==> src/rtl/fg_prog_pkg.sv <==
// Shared encodings for the floating-gate programming sequencer: FSM states,
// response status codes and the cycle-timer width helper.
package fg_prog_pkg;

  typedef enum logic [2:0] {
    S_IDLE    = 3'd0,
    S_SETUP   = 3'd1,
    S_PULSE   = 3'd2,
    S_GAP     = 3'd3,
    S_RELEASE = 3'd4,
    S_RESP    = 3'd5
  } fg_state_e;

  typedef enum logic [1:0] {
    ST_OK      = 2'd0,
    ST_BAD_ROW = 2'd1,
    ST_ABORTED = 2'd2
  } fg_status_e;

  function automatic int max3(input int a, input int b, input int c);
    int m;
    m = (a > b) ? a : b;
    return (m > c) ? m : c;
  endfunction

  // One spare bit so the largest reload value always fits.
  function automatic int tmr_width(input int a, input int b, input int c);
    return $clog2(max3(a, b, c)) + 1;
  endfunction

endpackage

==> src/rtl/fg_prog_timer.sv <==
// Loadable down-counter; zero is high once the count has run out and it
// parks there until the next load.
module fg_prog_timer #(
  parameter int W = 8
) (
  input  logic         clk,
  input  logic         rst_n,
  input  logic         load,
  input  logic [W-1:0] load_val,
  output logic         zero
);

  logic [W-1:0] cnt;

  always_ff @(posedge clk or negedge rst_n) begin
    if (!rst_n)            cnt <= '0;
    else if (load)         cnt <= load_val;
    else if (cnt != '0)    cnt <= cnt - 1'b1;
  end

  assign zero = (cnt == '0);

endmodule

==> src/rtl/fg_prog_sequencer.sv <==
// Drives one floating-gate programming operation: settle the switches, issue
// a train of injection pulses, release, then report status and pulse count.
module fg_prog_sequencer #(
  parameter int NUM_ROWS   = 10,
  parameter int ADDR_BITS  = 6,
  parameter int SETTLE_CYC = 16,
  parameter int PULSE_CYC  = 100,
  parameter int GAP_CYC    = 8
) (
  input  logic                 clk,
  input  logic                 rst_n,
  input  logic                 cmd_valid,
  output logic                 cmd_ready,
  input  logic [3:0]           cmd_row,
  input  logic [ADDR_BITS-1:0] cmd_col,
  input  logic [7:0]           cmd_pulses,
  input  logic                 abort,
  output logic [ADDR_BITS-1:0] dec_addr,
  output logic                 dec_en,
  output logic [NUM_ROWS-1:0]  drain_sel,
  output logic                 prog_sw_en,
  output logic                 vinj_pulse,
  output logic                 rsp_valid,
  input  logic                 rsp_ready,
  output logic [1:0]           rsp_status,
  output logic [7:0]           rsp_count
);
  import fg_prog_pkg::*;

  localparam int            TW        = tmr_width(SETTLE_CYC, PULSE_CYC, GAP_CYC);
  localparam logic [4:0]    ROW_LIM   = 5'(NUM_ROWS);
  localparam logic [TW-1:0] LD_SETTLE = TW'(SETTLE_CYC - 1);
  localparam logic [TW-1:0] LD_PULSE  = TW'(PULSE_CYC - 1);
  localparam logic [TW-1:0] LD_GAP    = TW'(GAP_CYC - 1);

  fg_state_e              state, nxt;
  logic [3:0]             row_r, row_n;
  logic [ADDR_BITS-1:0]   col_r, col_n;
  logic [7:0]             pulses_r;
  logic [7:0]             issued_r, issued_n;
  fg_status_e             status_r, status_n;
  logic                   accept, take_abort, inc;
  logic                   tmr_load, tmr_zero;
  logic [TW-1:0]          tmr_val;
  logic [NUM_ROWS-1:0]    sel_n;
  logic                   active_n, sw_n;

  fg_prog_timer #(.W(TW)) u_timer (
    .clk      (clk),
    .rst_n    (rst_n),
    .load     (tmr_load),
    .load_val (tmr_val),
    .zero     (tmr_zero)
  );

  // Abort is checked ahead of timer expiry so an abort on a pulse's last
  // cycle does not count that pulse as issued.
  always_comb begin
    nxt        = state;
    accept     = 1'b0;
    take_abort = 1'b0;
    inc        = 1'b0;
    unique case (state)
      S_IDLE: begin
        if (cmd_valid && cmd_ready) begin
          accept = 1'b1;
          nxt    = ({1'b0, cmd_row} >= ROW_LIM) ? S_RESP : S_SETUP;
        end
      end
      S_SETUP: begin
        if (abort) begin
          take_abort = 1'b1;
          nxt        = S_RELEASE;
        end else if (tmr_zero) begin
          nxt = (pulses_r == 8'd0) ? S_RELEASE : S_PULSE;
        end
      end
      S_PULSE: begin
        if (abort) begin
          take_abort = 1'b1;
          nxt        = S_RELEASE;
        end else if (tmr_zero) begin
          inc = 1'b1;
          nxt = S_GAP;
        end
      end
      S_GAP: begin
        if (abort) begin
          take_abort = 1'b1;
          nxt        = S_RELEASE;
        end else if (tmr_zero) begin
          nxt = (issued_r < pulses_r) ? S_PULSE : S_RELEASE;
        end
      end
      S_RELEASE: if (tmr_zero) nxt = S_RESP;
      S_RESP:    if (rsp_ready) nxt = S_IDLE;
      default:   nxt = S_IDLE;
    endcase
  end

  always_comb begin
    row_n    = accept ? cmd_row : row_r;
    col_n    = accept ? cmd_col : col_r;
    issued_n = accept ? 8'd0 : issued_r + {7'd0, inc};
    if (accept)
      status_n = (nxt == S_RESP) ? ST_BAD_ROW : ST_OK;
    else if (take_abort)
      status_n = ST_ABORTED;
    else
      status_n = status_r;
  end

  // Timer reloads on every state entry with the length of the state entered.
  always_comb begin
    tmr_load = (nxt != state);
    tmr_val  = '0;
    case (nxt)
      S_SETUP, S_RELEASE: tmr_val = LD_SETTLE;
      S_PULSE:            tmr_val = LD_PULSE;
      S_GAP:              tmr_val = LD_GAP;
      default:            tmr_val = '0;
    endcase
  end

  always_comb begin
    sel_n = '0;
    for (int i = 0; i < NUM_ROWS; i++) sel_n[i] = (row_n == 4'(i));
  end

  assign active_n = (nxt == S_SETUP) || (nxt == S_PULSE) ||
                    (nxt == S_GAP)   || (nxt == S_RELEASE);
  assign sw_n     = (nxt == S_SETUP) || (nxt == S_PULSE) || (nxt == S_GAP);

  always_ff @(posedge clk or negedge rst_n) begin
    if (!rst_n) begin
      state    <= S_IDLE;
      row_r    <= '0;
      col_r    <= '0;
      pulses_r <= '0;
      issued_r <= '0;
      status_r <= ST_OK;
    end else begin
      state    <= nxt;
      row_r    <= row_n;
      col_r    <= col_n;
      issued_r <= issued_n;
      status_r <= status_n;
      if (accept) pulses_r <= cmd_pulses;
    end
  end

  // Outputs are registered from the next state so they line up exactly with
  // the state they describe.
  always_ff @(posedge clk or negedge rst_n) begin
    if (!rst_n) begin
      cmd_ready  <= 1'b0;
      dec_addr   <= '0;
      dec_en     <= 1'b0;
      drain_sel  <= '0;
      prog_sw_en <= 1'b0;
      vinj_pulse <= 1'b0;
      rsp_valid  <= 1'b0;
      rsp_status <= 2'd0;
      rsp_count  <= 8'd0;
    end else begin
      cmd_ready  <= (nxt == S_IDLE);
      dec_addr   <= active_n ? col_n : '0;
      dec_en     <= active_n;
      drain_sel  <= active_n ? sel_n : '0;
      prog_sw_en <= sw_n;
      vinj_pulse <= (nxt == S_PULSE);
      rsp_valid  <= (nxt == S_RESP);
      rsp_status <= (nxt == S_RESP) ? status_n : ST_OK;
      rsp_count  <= (nxt == S_RESP) ? issued_n : 8'd0;
    end
  end

endmodule

==> config.mk <==
export PLATFORM = sky130hd
export DESIGN_NAME = fg_prog_sequencer
export DESIGN_NICKNAME = d
export VERILOG_FILES = /design/src/rtl/fg_prog_pkg.sv /design/src/rtl/fg_prog_timer.sv /design/src/rtl/fg_prog_sequencer.sv
export SDC_FILE = /design/constraint.sdc
export NUM_CORES = 1
export LEC_CHECK = 0
export ABC_AREA = 1
export CAP_MARGIN = 20
export CORE_AREA = 2 2 93 95
export DETAILED_ROUTE_END_ITERATION = 7
export DIE_AREA = 0 0 95 97
export SLEW_MARGIN = 20
export SYNTH_ARGS = -nofsm -noshare
export SYNTH_HDL_FRONTEND = slang
export SYNTH_SLANG_ARGS = --single-unit
export TNS_END_PERCENT = 5
==> constraint.sdc <==
create_clock -name clk -period 3.2 [get_ports clk]
set_clock_uncertainty 0.2 [all_clocks]
set_input_delay 0.64 -clock clk [delete_from_list [all_inputs] [get_ports clk]]
set_output_delay 0.64 -clock clk [all_outputs]
set_load 0.02 [all_outputs]
==> results.toml, run 1 <==
[outcome]
status = "finished clean"

[power_and_ir_drop]
clkPwrFrac_pct = 19.5
seqPwrFrac_pct = 34.8
vdd_drop_max_v = 0.000406
power_switching_w = 0.00155
p_per_area_nw_per_um2 = 923
intPower_w = 0.00219
power_switching_share_pct = 41.4
pwr-share-comb_pct = 45.6
leakage_nw = 1.96

[yosys]
synth_top_family_by_area = "simple AND/OR/NAND/NOR gates"
syn_inst = 345
synth_adder_area_share_pct = 4.34
synth_mux_area_share_pct = 0.315
postSynthAreaPerCell_um2 = 9.20
yosysUniqueCellTypes = 34
synth_compound_area_share_pct = 6.42
synth-xor-area-share_pct = 1.66
seq_area_frac_synth_pct = 55.2
synthFlopType = "dfrtp_1"
ys_warn_count = 0
synthSimpleGateAreaFrac_pct = 25.1
synthArstFlopShare_pct = 100
synth_nets = 379
ys_ff_latch = 70
synth_area_um2 = 3170
synth_enable_flop_cells = 0

[sta]
timing.final.ws_setup_ns = 0.523
hold_viol_final = 0
relSlewSlack_pct = 48.5
timing.final.max_slew_violations = 0
worst_slew_pin_slew_ns = 0.773
fmax_mhz = 374
fin_crit_ns = 2.68
finalSetupViolCount = 0
timing.setup.tns_ns = 0
period_share_pct = 83.7
rsz0062_at_grt = "false"
worst_hold_slack_ns = 0.165

[routing]
routed_via_density = 4.59
wl_per_cell_um = 12.1
ant_nets = 0
vias = 2367
wl_um = 6230
drtIter0Drc = 91
first_pass_iters = 4
drc = 0

[min_path]
hp-class = "in2async"

[floorplan]
chipWidth_um = 95
dieArea_um2 = 9220
rows = 33
die_y_um = 97
initial_utilization_pct = 39.0
pin_count = 54
fp.coreArea_um2 = 8130

[cts]
clk_pin_slew_ns = 0.08
htree_levels = 3
cts_buffers = 9
clkSinkCount = 70
clkLatencyLatePin_ns = 0.35
cts.repair.resized = 0
cts_hold_buf = 0
cts_tree = "done"
cts_root_buf = "clkbuf_8"
clk_path_buf_depth = 2
post_cts_buffers = 0

[global_route]
antenna_found_initial = 0
grt_start_max_net_pins = 38
grt_pass1_vias = 2414
overflow = 0
grt_pass1_wl_um = 11100
grt.total_usage_pct = 15.3

[place]
dp_hpwl_um = 4550
preCtsSetupSlack_ns = 0.343
port_buffers = 53
gp_congestion = 0.859

[run]
maxCapViolCount = 0

[final_layout]
num_antenna_cells = 0
layout-drive-gt1-share_pct = 13.9
layout-area-overhead-vs-synth_pct = 27.6
fin_nets = 440

[setup_path]
end_kind = "flip-flop"
r2r_setup_slack_ns = 0.52
crit_required_ns = 3.24
start_kind = "flip-flop"
cp.arrival_ns = 2.72
path_max_fanout = 10
crit_type = "reg2reg"
[power groups by stage]
| stage | logic (W) | clock network (W) | registers (W) |
|---|---|---|---|
| 4_1_cts | 0.00173 | 0.000755 | 0.00130 |
| 2_1_floorplan | 0.00114 | 0 | 0.00141 |
| 6_report | 0.00170 | 0.000729 | 0.00130 |
| 3_5_place_dp | 0.00172 | 0 | 0.00132 |
| 3_3_place_gp | 0.00169 | 0 | 0.00132 |
| 5_1_grt | 0.00194 | 0.000796 | 0.00133 |
[flip-flops by register name, summed over array words and instances, names as in the netlist]
name / cells
rsp_status: 2
u_timer.cnt: 8
row_r: 4
rsp_valid: 1
prog_sw_en: 1
drain_sel: 10
state: 3
pulses_r: 8
issued_r: 8
rsp_count: 8
status_r: 2
col_r: 6
cmd_ready: 1
vinj_pulse: 1
dec_en: 1
dec_addr: 6
[cell usage in the layout, fill, tap and decap left out, drive strengths merged, types with 2 or more instances in the layout]
cell type	instances
nor3	15
buf	4
ha	11
clkbuf	10
nor2	40
a21oi	12
a211oi	2
nand2	70
xnor2	2
clkinv	3
or2	8
inv	54
clkdlybuf4s50	52
o21ai	21
nor4	6
dfrtp	70
xor2	4
nand4	3
nand3	16
[per-stage QoR]
stage / instances / area (um^2) / utilization (%) / total power [W]
after global placement: 500 / 3840 / 47.2 / 0.00301
after CTS: 516 / 4050 / 49.8 / 0.00379
final: 516 / 4050 / 49.8 / 0.00374
after global routing: 516 / 4050 / 49.8 / 0.00407
after detailed placement: 500 / 3840 / 47.2 / 0.00304
after floorplan: 345 / 3170 / - / 0.00255
[Yosys cell counts (all sizes together) (3+ instances only)]
master | count | area [um^2]
dfrtp | 70 | 1750
nand2 | 70 | 293
inv | 53 | 199
nor2 | 40 | 179
o21ai | 21 | 109
nand3 | 16 | 113
nor3 | 15 | 85.1
a21oi | 12 | 60.1
ha | 11 | 138
or2 | 8 | 50.1
nor4 | 6 | 37.5
clkbuf | 5 | 18.8
xor2 | 4 | 35.0
nand4 | 3 | 18.8
[critical path, stage by stage, from the launching register on]
cell     delay (ns)
dfrtp_1        0.39
inv_1          0.10
ha_1           0.18
nand3_2        0.13
nor2_8         0.22
inv_2          0.10
nor2_1         0.12
ha_1           0.18
ha_1           0.17
nand2_1        0.06
inv_1          0.08
nand2_1        0.07
nor2_1         0.21
a21oi_1        0.13
nor4_1         0.24
[kinds of logic (layout without fill, tap and decap cells)]
family	after synthesis	count (layout)
AND/OR/NAND/NOR	161	161
flip-flops	70	70
buffers and inverters	59	125
AO/OA/AOI/OAI	37	37
adder cells (fa/ha/maj)	11	11
XOR/XNOR	6	6
multiplexers	1	1
[area by class of cell]
cell class	count	area [um^2]
Fill cell	762	4090
Sequential cell	70	1750
Multi-Input combinational cell	216	1200
Timing Repair Buffer	56	561
Inverter	53	199
Clock buffer	10	138
Tap cell	105	131
Clock inverter	6	68.8
[worst paths after layout]
check / endpoint / depth (start not counted) / from
worst max-delay path: rsp_count[6] / 14 / u_timer.cnt[0]
max in group asynchronous: u_timer.cnt[2] / 2 / rst_n
worst min-delay path: issued_r[1] / 1 / rst_n
worst max register to register: rsp_count[6] / 14 / u_timer.cnt[0]
worst min register to register: status_r[1] / 2 / status_r[1]
min in group clk: status_r[1] / 2 / status_r[1]
[per-layer routing]
layer	track usage, %	wire length [um]	vias to the layer above
met4	7.80	114	0
li1	-	-	1220
met5	0	0	-
met1	20.9	3000	1088
met3	3.27	280	8
met2	22.8	2830	51
Power figures use the tool's default switching activity.
==> run 2, diff against run 1 <==
- clock period: 3.2 -> 2.4 ns (I/O delays scaled with it)
==> run 2 against run 1 <==
  * Sequential power rose by 32%
  * Final area rose by 9.1%
  * Register-to-register slack got worse by 0.42 ns
  * Final cell count rose by 5.8%
  * Largest power group unchanged
  * Flip-flop and latch count did not move
  * Die area did not move
  * Setup slack got worse by 0.42 ns
  * Clock-buffer cell count did not move
  * Core utilization rose by 4.5 points
  * Wire length rose by 5.1%
  * Combinational power rose by 57%
  * Critical path type unchanged
==> results.toml, run 2 (same netlist as run 1, synthesis figures left out) <==
[global_route]
grt_pass1_vias = 2451
grt_start_max_net_pins = 71
grt_pass1_wl_um = 11100
antenna_found_initial = 0
grt.total_usage_pct = 15.4
grt_busiest_layer = "met2"
grt_use_met3_pct = 4.21
overflow = 0
use_met2_pct = 22.1
grtUsageMet1_pct = 21.9

[setup_path]
start_kind = "flip-flop"
end_kind = "flip-flop"
path_max_fanout = 4
crit_required_ns = 2.44
crit_type = "reg2reg"
cp.arrival_ns = 2.34

[min_path]
hp-class = "reg2reg"

[sta]
relSlewSlack_pct = 74.1
worst_hold_slack_ns = 0.299
finalSetupViolCount = 0
worst_slew_pin_slew_ns = 0.377
rsz0062_at_grt = "false"
period_share_pct = 95.6
fmax_mhz = 436
fin_crit_ns = 2.30
hold_viol_final = 0
timing.final.max_slew_violations = 0
timing.final.ws_setup_ns = 0.105

[final_layout]
regMostFlops = "drain_sel"
layout-drive-gt1-share_pct = 22.7
largest_reg_flops = 10
fin_nets = 470
final_cell_mix = "dfrtp_1 (70), nand2_1 (61), clkdlybuf4s50_1 (52)"
final_common_cell = "dfrtp_1"
num_antenna_cells = 0
stdcell_count = 546
layout-area-overhead-vs-synth_pct = 39.1

[floorplan]
chipWidth_um = 95
fp.coreArea_um2 = 8130
initial_utilization_pct = 39.0
rows = 33
die_y_um = 97
dieArea_um2 = 9220
pin_count = 54

[power_and_ir_drop]
power_w = 0.00557
p_per_area_nw_per_um2 = 1260
leakage_nw = 2.13
vdd_drop_max_v = 0.000691

[outcome]
status = "finished clean"

[routing]
routed_via_density = 4.59
wl_um = 6550
ant_nets = 0
drc = 0
first_pass_iters = 4
vias = 2507
drtIter0Drc = 90
wl_per_cell_um = 12.0

[cts]
clkLatencyLatePin_ns = 0.35
cts_tree = "done"
clk_pin_slew_ns = 0.07
clk_path_buf_depth = 2
cts_buffers = 9
htree_levels = 3
cts_root_buf = "clkbuf_8"
clkSinkCount = 70

[run]
maxCapViolCount = 0

[place]
post-place-cells = 527
preCtsSetupSlack_ns = -0.269
port_buffers = 53
dp_hpwl_um = 4620
gp_congestion = 0.879
run 2: power breakdown:
| group | switching (W) | internal (W) | leakage (nW) |
|---|---|---|---|
| combinational | 0.00156 | 0.00111 | 1.10 |
| clock | 0.000459 | 0.000726 | 0.127 |
| sequential | 0.000152 | 0.00157 | 0.911 |
| total | 0.00217 | 0.00340 | 2.13 |
run 2: final cells by class:
| type | count | area (um^2) |
|---|---|---|
| multi-input cells | 216 | 1280 |
| inverters | 53 | 201 |
| clock buffers | 10 | 138 |
| well taps | 105 | 131 |
| clock inverters | 6 | 116 |
| repair buffers | 86 | 801 |
| flip-flops and latches | 70 | 1750 |
| fillers | 740 | 3720 |
run 2: through the flow:
step | util [%] | TNS (ns) | cell area (um^2)
finish | 54.3 | 0 | 4420
detailed placement | 49.9 | -1.51 | 4060
global route | 54.3 | 0 | 4420
CTS | 53.2 | 0 | 4330
floorplan | - | 0 | 3170
global placement | 49.9 | -1.62 | 4060
run 2: final timing paths:
kind	start	end	slack (ns)	depth (start not counted)
worst max-delay path	u_timer.cnt[1]	rsp_count[6]	0.10	14
worst min-delay path	u_timer.cnt[7]	u_timer.cnt[7]	0.30	1
worst max register to register	u_timer.cnt[1]	rsp_count[6]	0.10	14
worst min register to register	u_timer.cnt[7]	u_timer.cnt[7]	0.30	1
max in group asynchronous	rst_n	u_timer.cnt[2]	1.23	3
min in group asynchronous	rst_n	dec_addr[2]	0.48	3
run 2: critical path: stages (launching register included):
cell	delay (ns)
dfrtp_1	0.41
inv_2	0.09
ha_4	0.14
nand3_4	0.08
nor2_8	0.12
inv_2	0.06
nor2_4	0.10
ha_4	0.15
ha_2	0.18
nand2_1	0.05
inv_1	0.08
nand2_2	0.08
nor2_4	0.15
a21oi_2	0.07
nor4_1	0.23
run 2: routing by layer:
metal  vias to the layer above  wire (um)
met5                         -          0
met4                         0         99
met3                         8        362
met2                        64       2960
met1                      1152       3130
li1                       1283          -
run 2: what timing repair did:
action	CTS	global route
hold buffers	1	0
buffers inserted	0	2
setup endpoints to repair	2	28
gates cloned	0	0
pin swaps	1	7
hold endpoints to repair	70	0
gates resized for setup	2	18
==> run 3, diff against run 2 <==
- CORE_AREA: 2 2 93 95 -> 2 2 88 99
- DIE_AREA: 0 0 95 97 -> 0 0 90 101
==> run 3 against run 2 <==
  * Global-route usage rose by 0.64 points
  * Setup slack worse by 0.022 ns
  * Critical path type unchanged
  * Via count up 2.8%
  * Core utilization is 0.41 points lower
  * Wire length grew 2.8%
  * Clock power decreased by 3%
  * Combinational power is essentially flat
  * Highest routed layer unchanged
  * Clock-buffer cell count rose by 1
  * Die area down 1.4%
  * Largest power group unchanged
  * Power is 1.2% lower
  * Sequential share of layout area grew 0.28 points
==> results.toml, run 3 (same netlist as run 1, synthesis figures left out) <==
[routing]
first_pass_iters = 4
drc = 0
drtIter0Drc = 99
met1_length_um = 3050
vias = 2577
wl_um = 6730
wl_met2_um = 3230
routed_via_density = 4.64
wl_per_cell_um = 12.1
dr_wl_met3_um = 278
highest_layer = "met4"
ant_nets = 0

[power_and_ir_drop]
power_w = 0.00551
power_switching_w = 0.00216
seqPwrFrac_pct = 31.1
power_switching_share_pct = 39.2
clkPwrFrac_pct = 20.8
leakage_nw = 2.13
intPower_w = 0.00335
vdd_drop_max_v = 0.000896
p_per_area_nw_per_um2 = 1260
pwr-share-comb_pct = 48.1

[cts]
cts_root_buf = "clkbuf_8"
clkSinkCount = 70
cts_buffers = 9
htree_levels = 3
clkLatencyLatePin_ns = 0.35
clk_pin_slew_ns = 0.07
cts_tree = "done"
clk_path_buf_depth = 2

[sta]
worst_hold_slack_ns = 0.274
relSlewSlack_pct = 56.6
finalSetupViolCount = 0
worst_slew_pin_slew_ns = 0.651
period_share_pct = 96.5
hold_viol_final = 0
fin_crit_ns = 2.32
timing.final.max_slew_violations = 0
fmax_mhz = 432
rsz0062_at_grt = "true"

[floorplan]
chipWidth_um = 90
pin_count = 54
dieArea_um2 = 9090
rows = 35
initial_utilization_pct = 39.0
fp.coreArea_um2 = 8150
die_y_um = 101

[final_layout]
ff_latch_area_um2 = 1750
largest_reg_flops = 10
stdcell_count = 555
num-fill-cells = 768
regMostFlops = "drain_sel"
final_common_cell = "dfrtp_1"
layout-drive-gt1-share_pct = 22.5
final_cell_mix = "dfrtp_1 (69), nand2_1 (60), clkdlybuf4s50_1 (52)"
multiInputGateArea_um2 = 1250
fin_nets = 473
layout-area-overhead-vs-synth_pct = 38.2
num_antenna_cells = 0

[setup_path]
crit_required_ns = 2.44
cp.arrival_ns = 2.36
end_kind = "flip-flop"
slowest_stage = "dfrtp_1"
path_buf_inv = 3
start_kind = "flip-flop"
cp_cell_sequence = "inv_1 -> ha_1 -> nand3_2 -> nor2_8 -> inv_2 -> nor2_2 -> ha_2 -> ha_2 -> nand2_1 -> inv_1 -> nand2_2 -> nor2_4 -> a21oi_2 -> nor4_2"
crit_type = "reg2reg"
critical_path.max_stage_delay_ns = 0.38
path_delay_family = "simple AND/OR/NAND/NOR gates"
path_max_fanout = 3

[place]
post-place-cells = 536
dp_hpwl_um = 4860
gp_congestion = 0.858
port_buffers = 53

[outcome]
status = "finished clean"

[min_path]
hp-class = "reg2reg"

[global_route]
overflow = 0
grt_pass1_wl_um = 11700
grt_pass1_vias = 2613
grt.total_usage_pct = 16.1
grt_start_max_net_pins = 37
antenna_found_initial = 0

[run]
maxCapViolCount = 0
## run 3: changes by cell type in the layout (fill, tap and decap cells not counted), sizes merged
| cell | delta |
|---|---|
| buf | +3 |
| clkinv | -2 |
| clkbuf | +1 |
| clkinvlp | +1 |
## run 3: layer usage
layer	vias to the layer above	track usage, %
met5	-	0
met4	0	7.57
met3	17	4.49
met2	53	25.8
met1	1220	20.3
li1	1287	-
## run 3: worst reg2reg max path, delay by kind of cell, from the launching register on
family,cells,cell delay [ns]
simple gates,7,0.82
fa+ha+maj,3,0.51
flops,1,0.38
buf+inv,3,0.22
compound gates,1,0.09
## run 3: worst paths after layout
check,from,endpoint,slack [ns],cells after the start
setup / recovery,u_timer.cnt[1],rsp_count[6],0.08,14
hold / removal,status_r[1],status_r[1],0.27,2
setup reg to reg,u_timer.cnt[1],rsp_count[6],0.08,14
hold reg to reg,status_r[1],status_r[1],0.27,2
max in group asynchronous,rst_n,state[2],0.88,3
min in group asynchronous,rst_n,rsp_count[1],0.51,2
## run 3: power by group through the flow
stage	sequential [W]	clock [W]	combinational, W
floorplan	0.00188	0	0.00152
CTS	0.00172	0.00117	0.00264
detailed placement	0.00175	0	0.00258
global route	0.00177	0.00123	0.00297
global placement	0.00173	0	0.00255
finish	0.00172	0.00114	0.00265
## run 3: through the flow
step	TNS (ns)	cell area (um^2)	setup WS [ns]	utilization, %
after detailed placement	-2.03	4080	-0.240	50.0
after floorplan	0	3170	0.0598	-
after global placement	-1.35	4080	-0.146	50.0
after CTS	0	4350	0.00690	53.5
final	0	4390	0.0829	53.9
after global routing	-0.318	4390	-0.0792	53.9
## run 3: repair_timing
| action | CTS | global route |
|---|---|---|
| hold buffers | 1 | 0 |
| pin swaps | 3 | 4 |
| setup buffers | 2 | 0 |
| gates resized for setup | 5 | 10 |
| setup endpoints to repair | 2 | 27 |
| hold endpoints to repair | 25 | 0 |
## run 3: cell type report
type,instances,share of cell area (%)
flip-flops and latches,70,39.9
repair buffers,89,18.5
multi-input cells,216,28.4
inverters,53,4.59
clock buffers,11,2.99
clock inverters,5,2.42
well taps,111,3.17
